===== config.mk =====
export PLATFORM = sky130hd
export DESIGN_NAME = cpu_datapath_flat
export DESIGN_NICKNAME = d
export VERILOG_FILES = /design/src/rtl/cpu_datapath_if.sv /design/src/rtl/cpu_datapath.sv /design/src/flat_wrapper.sv
export SDC_FILE = /design/constraint.sdc
export NUM_CORES = 1
export LEC_CHECK = 0
export ABC_CLOCK_PERIOD_IN_PS = 9350
export BUFFER_PORTS_ARGS = -buffer_cell sky130_fd_sc_hd__buf_4
export CORE_MARGIN = 8
export CORE_UTILIZATION = 41
export CTS_CLUSTER_SIZE = 16
export DETAILED_ROUTE_END_ITERATION = 12
export SYNTH_ARGS = -nofsm -noshare
export SYNTH_HDL_FRONTEND = slang
export SYNTH_SLANG_ARGS = --single-unit

===== constraint.sdc =====
create_clock -name clk -period 9.35 [get_ports clk]
set_clock_uncertainty 0.2 [all_clocks]
set_input_delay 1.4025 -clock clk [delete_from_list [all_inputs] [get_ports clk]]
set_output_delay 1.4025 -clock clk [all_outputs]
set_load 0.005 [all_outputs]

===== src/rtl/cpu_datapath_if.sv =====
// Control/status bundle between the sequencing controller and cpu_datapath.
// The controller (or a bench) drives controls through master; the datapath uses slave.
interface cpu_datapath_if;
    logic       sel;
    logic       rd;
    logic       wr;
    logic       data_e;
    logic       ld_ir;
    logic       ld_ac;
    logic       ld_pc;
    logic       inc_pc;
    logic       halt;
    logic       prog_we;
    logic [4:0] prog_addr;
    logic [7:0] prog_data;
    logic [2:0] op_out;
    logic       is_zero;
    logic [4:0] pc_out;
    logic [7:0] ac_out;
    logic       halted;

    modport master (
        output sel, rd, wr, data_e, ld_ir, ld_ac, ld_pc, inc_pc, halt,
        output prog_we, prog_addr, prog_data,
        input  op_out, is_zero, pc_out, ac_out, halted
    );

    modport slave (
        input  sel, rd, wr, data_e, ld_ir, ld_ac, ld_pc, inc_pc, halt,
        input  prog_we, prog_addr, prog_data,
        output op_out, is_zero, pc_out, ac_out, halted
    );
endinterface


===== src/rtl/cpu_datapath.sv =====
// Accumulator CPU datapath: 32x8 async-read memory, IR/AC/PC, sticky halt.
// Optional macro ALU_OVF_EN adds a sticky ADD carry-out flag on port ovf.
module cpu_datapath (
    input  logic          clk,
    input  logic          rst,
    cpu_datapath_if.slave bus
`ifdef ALU_OVF_EN
    ,
    output logic          ovf
`endif
);

    localparam logic [2:0] OP_ADD = 3'b010;
    localparam logic [2:0] OP_AND = 3'b011;
    localparam logic [2:0] OP_XOR = 3'b100;
    localparam logic [2:0] OP_LDA = 3'b101;

    logic [7:0] r_mem [0:31];
    logic [7:0] r_ir;
    logic [7:0] r_ac;
    logic [4:0] r_pc;
    logic       r_halted;

    logic [4:0] w_addr;
    logic [7:0] w_bus;
    logic [7:0] w_alu;
    logic       w_cpu_we;

    assign w_addr = bus.sel ? r_pc : r_ir[4:0];

    always_comb begin
        w_bus = 8'h00;
        if (bus.rd)
            w_bus = r_mem[w_addr];
        else if (bus.data_e)
            w_bus = r_ac;
    end

`ifdef ALU_OVF_EN
    logic [8:0] w_sum;
    assign w_sum = {1'b0, r_ac} + {1'b0, w_bus};
`else
    logic [7:0] w_sum;
    assign w_sum = r_ac + w_bus;
`endif

    always_comb begin
        w_alu = r_ac;
        case (r_ir[7:5])
            OP_ADD:  w_alu = w_sum[7:0];
            OP_AND:  w_alu = r_ac & w_bus;
            OP_XOR:  w_alu = r_ac ^ w_bus;
            OP_LDA:  w_alu = w_bus;
            default: w_alu = r_ac;
        endcase
    end

    // A CPU store needs the AC on the bus, so a concurrent memory read kills it.
    assign w_cpu_we = bus.wr & bus.data_e & ~bus.rd & ~r_halted & ~rst;

    // Memory is never reset; program loading works in every state.
    always_ff @(posedge clk) begin
        if (bus.prog_we)
            r_mem[bus.prog_addr] <= bus.prog_data;
        else if (w_cpu_we)
            r_mem[w_addr] <= r_ac;
    end

    always_ff @(posedge clk) begin
        if (rst) begin
            r_ir     <= 8'h00;
            r_ac     <= 8'h00;
            r_pc     <= 5'd0;
            r_halted <= 1'b0;
        end else begin
            if (bus.halt)
                r_halted <= 1'b1;
            if (!r_halted) begin
                if (bus.ld_ir)
                    r_ir <= w_bus;
                if (bus.ld_ac)
                    r_ac <= w_alu;
                if (bus.ld_pc)
                    r_pc <= r_ir[4:0];
                else if (bus.inc_pc)
                    r_pc <= r_pc + 5'd1;
            end
        end
    end

`ifdef ALU_OVF_EN
    logic r_ovf;
    always_ff @(posedge clk) begin
        if (rst)
            r_ovf <= 1'b0;
        else if (!r_halted && bus.ld_ac && r_ir[7:5] == OP_ADD && w_sum[8])
            r_ovf <= 1'b1;
    end
    assign ovf = r_ovf;
`endif

    assign bus.op_out  = r_ir[7:5];
    assign bus.is_zero = (r_ac == 8'h00);
    assign bus.pc_out  = r_pc;
    assign bus.ac_out  = r_ac;
    assign bus.halted  = r_halted;

endmodule


===== src/flat_wrapper.sv =====
// flat-port wrapper written by rule: the top's interface ports become plain ports
module cpu_datapath_flat 
  (clk, rst, bus_sel, bus_rd, bus_wr, bus_data_e, bus_ld_ir, bus_ld_ac, bus_ld_pc, bus_inc_pc, bus_halt, bus_prog_we, bus_prog_addr, bus_prog_data, bus_op_out, bus_is_zero, bus_pc_out, bus_ac_out, bus_halted);
  cpu_datapath_if bus_i ();
  input  logic clk;
  input  logic rst;
  input wire logic [$bits(bus_i.sel)-1:0] bus_sel;
  input wire logic [$bits(bus_i.rd)-1:0] bus_rd;
  input wire logic [$bits(bus_i.wr)-1:0] bus_wr;
  input wire logic [$bits(bus_i.data_e)-1:0] bus_data_e;
  input wire logic [$bits(bus_i.ld_ir)-1:0] bus_ld_ir;
  input wire logic [$bits(bus_i.ld_ac)-1:0] bus_ld_ac;
  input wire logic [$bits(bus_i.ld_pc)-1:0] bus_ld_pc;
  input wire logic [$bits(bus_i.inc_pc)-1:0] bus_inc_pc;
  input wire logic [$bits(bus_i.halt)-1:0] bus_halt;
  input wire logic [$bits(bus_i.prog_we)-1:0] bus_prog_we;
  input wire logic [$bits(bus_i.prog_addr)-1:0] bus_prog_addr;
  input wire logic [$bits(bus_i.prog_data)-1:0] bus_prog_data;
  output wire logic [$bits(bus_i.op_out)-1:0] bus_op_out;
  output wire logic [$bits(bus_i.is_zero)-1:0] bus_is_zero;
  output wire logic [$bits(bus_i.pc_out)-1:0] bus_pc_out;
  output wire logic [$bits(bus_i.ac_out)-1:0] bus_ac_out;
  output wire logic [$bits(bus_i.halted)-1:0] bus_halted;
  assign bus_i.sel = bus_sel;
  assign bus_i.rd = bus_rd;
  assign bus_i.wr = bus_wr;
  assign bus_i.data_e = bus_data_e;
  assign bus_i.ld_ir = bus_ld_ir;
  assign bus_i.ld_ac = bus_ld_ac;
  assign bus_i.ld_pc = bus_ld_pc;
  assign bus_i.inc_pc = bus_inc_pc;
  assign bus_i.halt = bus_halt;
  assign bus_i.prog_we = bus_prog_we;
  assign bus_i.prog_addr = bus_prog_addr;
  assign bus_i.prog_data = bus_prog_data;
  assign bus_op_out = bus_i.op_out;
  assign bus_is_zero = bus_i.is_zero;
  assign bus_pc_out = bus_i.pc_out;
  assign bus_ac_out = bus_i.ac_out;
  assign bus_halted = bus_i.halted;
  cpu_datapath u_core (.clk(clk), .rst(rst), .bus(bus_i));
endmodule

# [After elaboration in Yosys (flattened, before gate mapping)]
# Memory sizes are Yosys's and may differ from the RTL's.
# Index checks and enable logic that the tools add are counted.
[classes] addsub=2 n_mul=0 n_div=0 magnitude_cmp=0 eq_ne=4 shifts=0 n_mux=14 bitwise_logic=9 n_reduce_logical=7
[op_table] operator="8-bit one-hot mux with 4 select lines" count=1
[op_table] operator="8-bit 2-to-1 mux" count=3
[op_table] operator="5-bit 2-to-1 mux" count=4
[op_table] operator="8-bit adder" count=1
[op_table] operator="8-bit AND" count=1
[op_table] operator="8-bit zero test" count=1
[op_table] operator="8-bit OR reduction" count=1
[op_table] operator="8-bit XOR" count=1
[op_table] operator="3-bit by 2-bit == test with 1-bit output, second input constant" count=2
[op_table] operator="3-bit == test, second input constant" count=2
[op_table] operator="1-bit 2-to-1 mux" count=6
[op_table] operator="5-bit by 1-bit adder with 5-bit output, second input constant" count=1
[op_table] operator="1-bit AND" count=4
[op_table] operator="2-bit AND reduction" count=2
[op_table] operator="4-bit nonzero test" count=1
[op_table] operator="1-bit inverter" count=3
[op_table] operator="3-bit AND reduction" count=1
[op_table] operator="2-bit nonzero test" count=1
[totals] reg_bits=22 latchBits=0 mem_bits_rw=256 romBits=0 inputBits=25 out_inout_bits=18 wordCells=41 n_memories=1
[mem_list] memory="u_core.r_mem" depth=32 width=8 rd=1 rd_clocked_by_memory_dff=0 write_ports=1 line="cpu_datapath.sv:18" text="logic [7:0] r_mem [0:31];"

# [Logic depth before layout (Yosys ltp)]
# Gate-level depths: netlist of run 1.
[depth] ltp_word=9 depth_mapped=20 ltp_nobuf=15

# [Worst setup path after synthesis of run 1]
# Ideal clock, no wire load.
[synth_timing] path_type="input port to flip-flop" start="input port bus_sel" end="register u_core.r_ac[6], in the netlist u_core.bus.ac_out[6]" setup_ns=0.125 arrival_ns=4.734 required_time_ns=9.025 slack_ns=4.291 cell_stages=18 path_buffers=4 cell_sequence="buf_6 > mux2_4 > buf_6 > buf_12 > buf_4 > mux4_2 > a22oi_1 > nand3_1 > or2_1 > ha_1 > fa_1 > a21o_1 > a21oi_1 > o21ai_0 > xnor2_1 > nor2_1 > o31ai_1 > o21ai_1"
[synth_between] elab_chain_cells=5 elab_cells_between_ends=7 classes_between="1 x add/sub; 3 x mux; 2 x bitwise; 1 x memory"
[synth_rtl] item="start, declared" line="flat_wrapper.sv:7" text="input wire logic [$bits(bus_i.sel)-1:0] bus_sel;"
[synth_rtl] item="5-bit 2-to-1 mux" line="cpu_datapath.sv:29" text="assign w_addr = bus.sel ? r_pc : r_ir[4:0];"
[synth_rtl] item="memory read 32 x 8 bit"
[synth_rtl] item="8-bit 2-to-1 mux" line="cpu_datapath.sv:33" text="if (bus.rd)"
[synth_rtl] item="net u_core.w_bus[0]" line="cpu_datapath.sv:25" text="logic [7:0] w_bus;"
[synth_rtl] item="8-bit adder" line="cpu_datapath.sv:44" text="assign w_sum = r_ac + w_bus;"
[synth_rtl] item="8-bit one-hot mux with 4 select lines" line="cpu_datapath.sv:49" text="case (r_ir[7:5])"
[synth_rtl] item="end signal, assigned" line="cpu_datapath.sv:82" text="r_ac <= w_alu;"
[synth_rtl] item="end, declared" line="cpu_datapath.sv:20" text="logic [7:0] r_ac;"
# The timed path passes the listed nets, and every way through them passes these cells.
# A chain may end at the register's enable or synchronous reset.

# [Worst setup path in the final report of run 1]
# Ends and elaborated chain as after synthesis.

==> results of run 1 <==
logic make-up (layout without fill, tap and decap cells):
group / count (synthesis) / in the layout / share of synthesized area
xor+xnor: 6 / 6 / 0.00420
flops: 278 / 278 / 0.650
compound gates: 203 / 203 / 0.108
buf+inv: 67 / 122 / 0.0269
fa+ha+maj: 10 / 10 / 0.0106
simple gates: 291 / 291 / 0.108
mux: 70 / 70 / 0.0925
stage by stage:
step	hold slack, ns	worst slack (ns)	utilization
after CTS	0.410	3.80	0.462
final	0.408	3.75	0.462
after floorplan	0.319	4.29	-
after global routing	0.455	3.43	0.462
after detailed placement	0.402	3.23	0.432
after global placement	0.388	3.29	0.432
synth_stat cells (5+ instances only):
cell type | instances | area, um2
edfxtp_1 | 256 | 7690
nor2_1 | 141 | 529
nand2_1 | 55 | 206
o21ai_0 | 39 | 195
a21oi_1 | 36 | 180
o22ai_1 | 32 | 200
clkbuf_1 | 30 | 113
nand3_1 | 27 | 135
mux2i_1 | 25 | 250
mux4_2 | 24 | 541
dfxtp_1 | 22 | 440
a22oi_1 | 21 | 158
a211oi_1 | 11 | 82.6
a32oi_1 | 11 | 96.3
inv_1 | 11 | 41.3
nand2b_1 | 11 | 68.8
buf_2 | 10 | 50.1
mux2_2 | 10 | 113
ha_1 | 9 | 113
nor2b_1 | 9 | 56.3
nor3_1 | 9 | 45.0
a221oi_1 | 8 | 70.1
a31oi_1 | 8 | 50.1
mux4_1 | 8 | 210
buf_4 | 7 | 52.6
nand4_1 | 5 | 31.3
nor3b_1 | 5 | 37.5
worst min path at each step:
stage,to,cells after the start
after floorplan,u_core.r_ir[1],2
after global placement,u_core.bus.halted,2
final,u_core.bus.halted,2
after global routing,u_core.r_ir[6],2
after detailed placement,u_core.r_ir[6],2
after CTS,u_core.r_ir[6],2
worst max-delay path, cell delays in order:
cell and delay (ns):
buf_4 0.31, mux2_2 0.65, nor2_1 0.62, a32oi_1 0.25, a32oi_1 0.34, nand4_1 0.23
or2_1 0.28, ha_1 0.24, fa_1 0.45, a21o_1 0.18, a21oi_1 0.20, o21ai_0 0.15
xnor2_1 0.15, nor2_1 0.05, o31ai_1 0.20, o21ai_1 0.09
sequential cells by signal, indices dropped and copies added (netlist names):
name               cells
u_core.bus.ac_out      8
u_core.r_ir            8
u_core.bus.pc_out      5
u_core.bus.halted      1
u_core.r_mem         256
power breakdown:
group | switching, mW | internal [mW]
clock network | 0.489 | 0.618
registers | 0.0202 | 1.38
logic | 0.203 | 0.109
total | 0.712 | 2.10
cells in the final DEF, fill, tap and decap left out, types with 6 or more instances in the layout:
master	n
a211oi_1	11
a21oi_1	36
a221oi_1	8
a22oi_1	21
a31oi_1	8
a32oi_1	11
buf_4	54
clkbuf_1	10
clkbuf_16	31
clkinv_2	6
dfxtp_1	22
edfxtp_1	256
ha_1	9
inv_1	11
mux2_2	10
mux2i_1	24
mux4_1	8
mux4_2	24
nand2_1	55
nand2b_1	11
nand3_1	27
nor2_1	141
nor2b_1	9
nor3_1	9
o21ai_0	39
o22ai_1	32
area by class of cell:
type | instances | area, um2
timing repair buffer | 54 | 405
sequential | 278 | 8130
multi-input combinational | 580 | 4040
clock buffer | 42 | 827
fill | 2685 | 16300
inverter | 12 | 45.0
clock inverter | 14 | 88.8
tap | 396 | 495
metal layers:
| metal | share of wire | vias up |
|---|---|---|
| li1 | - | 3667 |
| met1 | 0.42 | 4183 |
| met2 | 0.45 | 423 |
| met3 | 0.094 | 76 |
| met4 | 0.032 | 0 |
| met5 | 0 | - |
==> impl_results.md, run 1 <==
* Reg-to-Reg End: u_core.bus.ac_out[5]
* Required @ worst endpoint at 9.59 ns
* Synth unique cells at 71
* Syn Nets at 960
* Grt met1 use at 0.271
* Grt met3 use at 0.0474
* Critical Path End: u_core.bus.ac_out[6]
* Initial antenna violation count at 0
* P_leak at about 4.7 nW
* Maximum root-to-sink buffer count at 3
* Grt peak-use layer: met2
* Dominant synthesized flop cell: edfxtp_1
* Total CTS buffers at 30
* Slew @ Worst Pin at 1.19 ns
* GPL Wtd Cong at around 0.9
* Rel. slew slack at 0.203
* CTS resizes at 0
* Crit. End Element: register
* Fraction of layout cells with a size suffix above 1 at 0.152
* Achievable frequency at 179 MHz
* Die extent in y at ~190 um
* Design Power at 2.82 mW
* Syn avg cell area at about 14 um2
* R2R depth at 15
* Initial Util at 0.412
* Fin. max-slew vios at 0
* Gr usage total at 0.196
* Core ar. at 30,300 um2
* # placed instances at about 1,300
* Layout area overhead at 12.2%
* Status: completed
* Max-Cap Viols at 0
* Critical path launch point: bus_sel
* Non-filler instance count after layout at roughly 1,400
* H-tree levels at 1
* Crit path max fanout at 34
* Reg-to-reg critical path startpoint: u_core.r_ir[0]
* CTS tree: built
* Gr ovfl total at 0
* Vias in the first global route at ~8,000
* Clock latency on the worst-skew pair at 0.57 ns
* Final setup fails at 0
* Max VDD drop at roughly 0.00015 V
* Met2 Usage GRT at 0.302
* Largest net degree at the start of global routing at 40
* Via density at between 6 and 7
* Ant. Diodes at 0
* Cell area after synthesis at about 13,000 um2
* Port buffer count at 42
* Pwr dens at 201 nW/um2
* Critical path type: in -> reg
* Post-route cell area at approximately 14,000 um2
* HP Class: reg -> reg
* Final Hold Vio Count at 0
* DRC at 0
* CP Data Arrival Time at approximately 5.8 ns
* Die X at 191 um
* Final WL at 36,300 um
* Vias post-DR at 8,349
* R2R setup slack at 4.15 ns
* # rows at 64
* Detailed placer's ending HPWL at between 20,000 and 25,000 um
* Worst hold start: u_core.bus.halted
* RSZ-0062 raised after global routing: no
* Setup Buffers After CTS at 0
* Clock Sinks at about 280
* Synth Register Bits at between 200 and 300
* Io pins at 43
* Wire per inst at 26.3 um
* 1st-iter DRT viols at 1,008
* Sequential cell area fraction in the yosys report at 0.650
* Syn Inst Count at 925
* Yosys warning count at 0
* Die area at roughly 36,000 um2
* EDFF count, synth at 256
* # hold bufs at CTS at 0
* Setup TNS at 0 ns
* Placed instance area at 13,100 um2
* Router iterations before antenna repair at 5
* Routed Antenna Nets at 0
* First-pass GRT wire length at between 50,000 and 60,000 um
* Fin crit share at 0.599
* Clock-pin slew on the worst setup and hold paths at approximately 0.06 ns
* Async set or reset register ratio after synthesis at 0
* Crit path launch type: primary input
* Clk root buf: clkbuf_16
* Fin crit period at around 5.6 ns
* Final Net Count at around 990
Note: power is estimated with default switching activity, not from simulation.
==> run 2, diff against run 1 <==
ABC_AREA = 1   (was default)
ABC_CLOCK_PERIOD_IN_PS = 5800   (was 9350)
clock period = 5.8 ns   (was 9.35 ns; I/O delays follow)
==> run 2 against run 1 <==
Wire length fell by 9.4%. Non-clock buffer count increased by 7. Combinational power is 75% higher. Final area decreased by 0.53%. Synthesized area fell by 0.56%. Die area is 0.51% lower. Critical path depth increased by 9. Core utilization increased by 0.73 points. Worst setup slack got worse by 2.2 ns. Flip-flop and latch count unchanged.
==> impl_results.md, run 2 <==
* Status: completed
* First-pass GRT wire length at 50,600 um (-4.9%)
* Critical path type: in -> reg
* Synth unique cells at 33 (-54%)
* Initial Util at 0.418 (+0.00640)
* Router iterations before antenna repair at 7 (+2)
* Crit path max fanout at 35 (+2.9%)
* Post-synth top area share at 0.618 (+0.00346)
* Routed Antenna Nets at 0 (unchanged)
* Commonest cells after routing, fill and taps aside: nand2_1 (316), nand3_1 (276), edfxtp_1 (256), inv_1 (77), buf_4 (58)
* Top reg by flops: u_core.r_mem
* Dominant synthesized flop cell: edfxtp_1
* Crit path launch type: primary input
* Reg-to-Reg End: u_core.bus.ac_out[6]
* Syn avg cell area at 10.4 um2 (-23%)
* Final Util at 0.470 (+0.00735)
* Vias in the first global route at 8,480 (+6.3%)
* Fraction of layout cells with a size suffix above 1 at 0.0994 (-0.0526)
* Layout area overhead at 12.3% (about the same)
* Final Hold Vio Count at 0 (unchanged)
* Rel. slew slack at 0.166 (-0.0366)
* Fin crit period at around 4.2 ns
* Max FFs per register at 256 (unchanged)
* Critical path launch point: bus_sel
* Die extent in y at 190 um (-0.26%)
* Async set or reset register ratio after synthesis at 0 (unchanged)
* Clock-pin slew on the worst setup and hold paths at 0.06 ns (about the same)
* CTS resizes at 0 (unchanged)
* Max VDD drop at 0.000234 V (+58%)
* Detailed placer's ending HPWL at 20,400 um (-14%)
* Wire per inst at 20.1 um (-24%)
* # hold bufs at CTS at 0 (unchanged)
* Cell area after synthesis at 12,400 um2 (-0.56%)
* Cell taking the most area after synthesis: edfxtp_1
* Clock Sinks at 278 (unchanged)
* Largest net degree at the start of global routing at 80 (+100%)
* Clk root buf: clkbuf_16
* Sequential cell area fraction in the yosys report at 0.654 (+0.00366)
* Fin. max-slew vios at 0 (unchanged)
* Via density at 5.46 (-10%)
* Vias post-DR at 8,941 (+7.1%)
* Yosys warning count at 0 (unchanged)
* Final WL at 32,900 um (-9.4%)
* Fillers at 2,704 (+0.71%)
* DRC at 0 (unchanged)
* Post-synth top cells: nand2_1 (316), nand3_1 (276), edfxtp_1 (256), inv_1 (77), nor2_1 (53)
* 1st-iter DRT viols at 879 (-13%)
* Syn Inst Count at 1,196 (+29%)
* P_leak at 5.14 nW (+9.6%)
* Required @ worst endpoint at 6.04 ns (-3.55 ns)
* Max-Cap Viols at 0 (unchanged)
* Slew @ Worst Pin at 1.25 ns (+0.0593 ns)
* H-tree levels at 1 (unchanged)
* EDFF count, synth at 256 (unchanged)
* Die X at 190 um (-0.26%)
* Port buffer count at 42 (unchanged)
* Total CTS buffers at 30 (unchanged)
* GPL Wtd Cong at 0.901 (+0.93%)
* Gr usage total at 0.178 (-0.0176)
* Gr ovfl total at 0 (unchanged)
* Initial antenna violation count at 0 (unchanged)
* Core ar. at 29,700 um2 (-2.1%)
* Reg-to-reg critical path startpoint: u_core.bus.pc_out[0]
* Syn Nets at 1,231 (+28%)
* Die area at 36,200 um2 (-0.51%)
* Achievable frequency at between 200 and 250 MHz
* Setup TNS at 0 ns (unchanged)
* Fin crit share at 0.726
* Clock latency on the worst-skew pair at 0.55 ns (-0.02 ns)
* R2R depth at 23 (+8)
* Final Net Count at 1,261 (+27%)
* Io pins at 43 (unchanged)
* Crit. End Element: register
* Maximum root-to-sink buffer count at 3 (unchanged)
* Commonest non-fill, non-tap cell in the layout: nand2_1
* Setup Buffers After CTS at 0 (unchanged)
* Ranking of synthesized cells by area: edfxtp_1 (62%), nand3_1 (11%), nand2_1 (9.5%)
* HP Class: reg -> reg
* CP Data Arrival Time at 4.46 ns (-1.37 ns)
* R2R setup slack at 1.76 ns (-2.39 ns)
* Ant. Diodes at 0 (unchanged)
* Pwr dens at 323 nW/um2 (+61%)
* CTS tree: built
* RSZ-0062 raised after global routing: no
* Synth Register Bits at 278 (unchanged)
* # rows at 63 (-1.6%)
* Critical Path End: u_core.bus.ac_out[6]
* Final setup fails at 0 (unchanged)
* Most common cell in the netlist: nand2_1
-- run 2: cell types whose count changed after synthesis, sizes merged, moves of 21 or more --
cell / previous run / this run
a22oi: 21 / 0
inv: 11 / 80
mux2i: 27 / 0
mux4: 32 / 0
nand2: 55 / 320
nand3: 27 / 276
nor2: 141 / 53
o22ai: 32 / 0
-- run 2: cells by family after synthesis --
kind of cell	Yosys count	synth area share
AOI/OAI and AO/OA	103	0.0474
xor gates and xnor gates	6	0.00423
adders and majority gates	10	0.0107
buffers and inverters	144	0.0555
DFF	278	0.654
and+or+nand+nor	655	0.229
-- run 2: layout make-up --
class	count	area, um2	share of cell area
Inverter	81	304	0.0218
Tap cell	390	488	0.0350
Multi-Input combinational cell	774	3660	0.262
Sequential cell	278	8130	0.582
Timing Repair Buffer	61	495	0.0355
Clock buffer	36	795	0.0569
Clock inverter	17	88.8	0.00636
-- run 2: worst max-delay path: stages --
cell	delay [ns]
buf_4	0.20
inv_2	0.09
nand2_1	0.22
nand2_2	0.30
buf_4	0.38
nand2_1	0.12
nand3_1	0.07
nand3_1	0.10
nand3_1	0.12
nand3_1	0.13
nand3_1	0.11
nand2_1	0.10
inv_1	0.05
ha_1	0.22
fa_1	0.44
nand3_1	0.09
nand3_1	0.13
a21oi_1	0.18
o21bai_1	0.09
o21ai_0	0.15
nand2_1	0.06
inv_1	0.07
nand3_1	0.07
nand2_1	0.06
inv_1	0.04
-- run 2: where the power goes --
part	internal [mW]	switching, mW
Clock	0.968	0.764
Combinational	0.163	0.383
Sequential	2.22	0.0183
Total	3.35	1.17
-- run 2: worst min-delay path by stage --
stage	start	endpoint	slack [ns]	depth (start not counted)
floorplan	u_core.r_ir[0]	u_core.bus.pc_out[0]	0.27	2
global placement	u_core.bus.halted	u_core.bus.halted	0.31	2
detailed placement	u_core.bus.ac_out[3]	u_core.bus.ac_out[3]	0.31	2
CTS	bus_halt	u_core.bus.halted	0.32	3
global route	bus_halt	u_core.bus.halted	0.36	3
finish	u_core.bus.ac_out[3]	u_core.bus.ac_out[3]	0.32	2
-- run 2: layer usage --
| layer | up-vias | wire [um] | global-route usage | share of wire |
|---|---|---|---|---|
| met2 | 341 | 15300 | 0.288 | 0.47 |
| met5 | - | 0 | 0 | 0 |
| met3 | 47 | 2250 | 0.0245 | 0.069 |
| li1 | 4222 | - | - | - |
| met4 | 0 | 760 | 0.0480 | 0.023 |
| met1 | 4331 | 14600 | 0.250 | 0.44 |
-- run 2: metrics by stage --
stage          hold WS [ns]  instances  power [mW]  worst slack, ns  area [um2]
6_report              0.316       1637        4.52             1.59       14000
5_1_grt               0.360       1637        4.67             1.28       14000
4_1_cts               0.320       1637        4.54             1.68       14000
3_5_place_dp          0.314       1584        2.82             1.15       13100
3_3_place_gp          0.310       1584        2.82             1.14       13100
2_1_floorplan         0.271       1196        2.64             1.99       12400
==> run 3, diff against run 2 <==
ABC_AREA = 0   (was 1)
ABC_CLOCK_PERIOD_IN_PS = 4410   (was 5800)
clock period = 4.41 ns   (was 5.8 ns; I/O delays follow)
==> run 3 against run 2 <==
Flip-flop and latch count unchanged. Wire length up 9.0%. Core utilization up 2.1 points. Largest cell class unchanged. Worst hold slack worse by 0.18 ns. First-iteration DRC count down 4.4%. Worst setup slack worse by 1.2 ns. Highest routed layer unchanged. Global-route usage up 1.7 points. Critical path depth down 10. Non-clock buffer count up 82.
==> impl_results.md, run 3 (synthesis results as in run 1) <==
* Fin crit share at 0.922
* Commonest cells after routing, fill and taps aside: edfxtp_1 (256), nor2_1 (141), buf_4 (135), nand2_1 (55), o21ai_0 (39)
* Max VDD drop at 0.000244 V (+4.3%)
* Cells along the critical path: mux2_2 > buf_12 > mux4_2 > a22o_1 > a21oi_1 > and4_1 > inv_1 > ha_1 > a21oi_1 > o31ai_1 > buf_4 > xor2_1 > nor2_1 > a2111o_1 > a2bb2oi_1
* H-tree levels at 1 (unchanged)
* Achievable frequency at ~250 MHz
* DRC at 0 (unchanged)
* Gr usage total at 0.196 (+0.0172)
* Reg-to-reg critical path startpoint: u_core.bus.pc_out[1]
* GPL Wtd Cong at 0.885 (-1.8%)
* Final WL at 35,800 um (+9.0%)
* Worst path depth at 15 (-40%)
* # hold bufs at CTS at 0 (unchanged)
* Clk root buf: clkbuf_16
* Crit path launch type: register
* Worst hold start: bus_halt
* Vias in the first global route at 8,320 (-1.9%)
* Top reg by flops: u_core.r_mem
* Fin crit period at 4.07 ns
* # rows at 64 (+1.6%)
* Io pins at 43 (unchanged)
* 1st-iter DRT viols at 840 (-4.4%)
* P_leak at 5.20 nW (+1.3%)
* Required @ worst endpoint at 4.69 ns (-1.35 ns)
* Slowest stage delay, CP at 0.53 ns (+0.09 ns)
* Crit path max fanout at 14 (-60%)
* Largest net degree at the start of global routing at 40 (-50%)
* Worst Hold End: u_core.bus.halted
* Gr ovfl total at 0 (unchanged)
* Die X at 191 um (+0.26%)
* CTS resizes at 0 (unchanged)
* HP Class: in -> reg
* Hold_ws at 0.134 ns (-0.182 ns)
* Status: completed
* Pwr dens at 422 nW/um2 (+30%)
* Clock latency on the worst-skew pair at 0.54 ns (about the same)
* Layout area overhead at 19.0%
* Final Hold Vio Count at 0 (unchanged)
* Die extent in y at 191 um (+0.26%)
* Critical path type: reg -> reg
* Rel. slew slack at 0.230 (+0.0638)
* Hold depth at 3 (+1)
* Router iterations before antenna repair at 5 (-2)
* Vias post-DR at 8,521 (-4.7%)
* RSZ-0062 raised after global routing: no
* Die area at 36,300 um2 (+0.52%)
* R2R setup slack at 0.34 ns (-1.42 ns)
* Fraction of layout cells with a size suffix above 1 at 0.224 (+0.125)
* Commonest non-fill, non-tap cell in the layout: edfxtp_1
* Largest delay share family, worst path: compound AO/OA/AOI/OAI gates
* Slowest CP cell: dfxtp_1
* Final Net Count at 1,078 (-15%)
* R2R depth at 15 (-35%)
* Fin. max-slew vios at 0 (unchanged)
* CP Data Arrival Time at 4.34 ns (-0.12 ns)
* Max-Cap Viols at 0 (unchanged)
* Clock Sinks at 278 (unchanged)
* Ant. Diodes at 0 (unchanged)
* CTS tree: built
* Via density at 5.83 (+6.8%)
* Crit-path most repeated cell: a21oi_1
* Core ar. at 30,300 um2 (+2.1%)
* Port buffer count at 42 (unchanged)
* Reg-to-Reg End: u_core.bus.ac_out[5]
* Max FFs per register at 256 (unchanged)
* Crit. End Element: register
* Slew @ Worst Pin at 1.13 ns (-0.125 ns)
* Critical path buffer and inverter count at 3 (-3)
* Setup Buffers After CTS at 0 (unchanged)
* Total CTS buffers at 28 (-6.7%)
* Setup TNS at 0 ns (unchanged)
* Routed Antenna Nets at 0 (unchanged)
* Detailed placer's ending HPWL at 24,800 um (+21%)
* First-pass GRT wire length at 53,600 um (+5.9%)
* Final setup fails at 0 (unchanged)
* Initial antenna violation count at 1 (+1)
* Clock-pin slew on the worst setup and hold paths at 0.06 ns (about the same)
* Initial Util at 0.412 (-0.00640)
* Wire per inst at 24.5 um (+22%)
* Maximum root-to-sink buffer count at 3 (unchanged)
[run 3: changes by cell type in the layout (fill, tap and decap cells not counted), moves of 24 or more]
| cell | previous run | this run |
|---|---|---|
| mux2i_1 | 0 | 24 |
| buf_4 | 58 | 135 |
| inv_1 | 77 | 11 |
| nand2_1 | 316 | 55 |
| o22ai_1 | 0 | 32 |
| nand3_1 | 276 | 27 |
| nor2_1 | 53 | 141 |
| mux4_2 | 0 | 24 |
[run 3: how the worst max path moves through the flow]
stage / start / endpoint / slack, ns
finish: u_core.bus.pc_out[1] / u_core.bus.ac_out[5] / 0.34
global route: u_core.bus.pc_out[1] / u_core.bus.ac_out[5] / 0.1
CTS: u_core.bus.pc_out[1] / u_core.bus.ac_out[5] / 0.42
detailed placement: bus_sel / u_core.bus.ac_out[5] / -0.04
global placement: bus_sel / u_core.bus.ac_out[5] / 0.02
floorplan: bus_sel / u_core.bus.ac_out[6] / 0.09
[run 3: final cells by class]
type	instances	area, um2
Clock inverter	17	245
Tap cell	396	495
Clock buffer	35	748
Fill cell	2577	15500
Multi-Input combinational cell	580	4040
Inverter	12	45.0
Sequential cell	278	8130
Timing Repair Buffer	143	1170
[run 3: worst reg2reg max path, cell delays in order, from the launching register on]
cell       delay [ns]
dfxtp_1          0.53
mux2_2           0.30
buf_12           0.17
mux4_2           0.34
a22o_1           0.25
a21oi_1          0.29
and4_1           0.29
inv_1            0.09
ha_1             0.30
a21oi_1          0.09
o31ai_1          0.25
buf_4            0.16
xor2_1           0.14
nor2_1           0.07
a2111o_1         0.39
a2bb2oi_1        0.14
[run 3: metrics by stage]
stage	utilization	total power [mW]	setup WS, ns	instance area (um2)	cells
floorplan	-	3.43	0.0919	12500	925
global placement	0.458	3.76	0.0173	13900	1409
detailed placement	0.458	3.77	-0.0365	13900	1409
CTS	0.490	6.31	0.419	14900	1461
global route	0.490	6.47	0.0963	14900	1461
finish	0.490	6.28	0.345	14900	1461
[run 3: power by group]
part	leakage [nW]	internal, mW	switching, mW	total (mW)
combinational	2.23	0.317	0.441	0.758
clock	0.481	1.56	1.01	2.56
sequential	2.49	2.92	0.0396	2.96
[run 3: per-layer routing]
| layer | vias up | wire, um | GRT usage | share of wire |
|---|---|---|---|---|
| met1 | 4240 | 15400 | 0.266 | 0.43 |
| met3 | 81 | 2540 | 0.0311 | 0.071 |
| li1 | 3842 | - | - | - |
| met5 | - | 0 | 0 | 0 |
| met2 | 358 | 16800 | 0.319 | 0.47 |
| met4 | 0 | 1100 | 0.0600 | 0.031 |
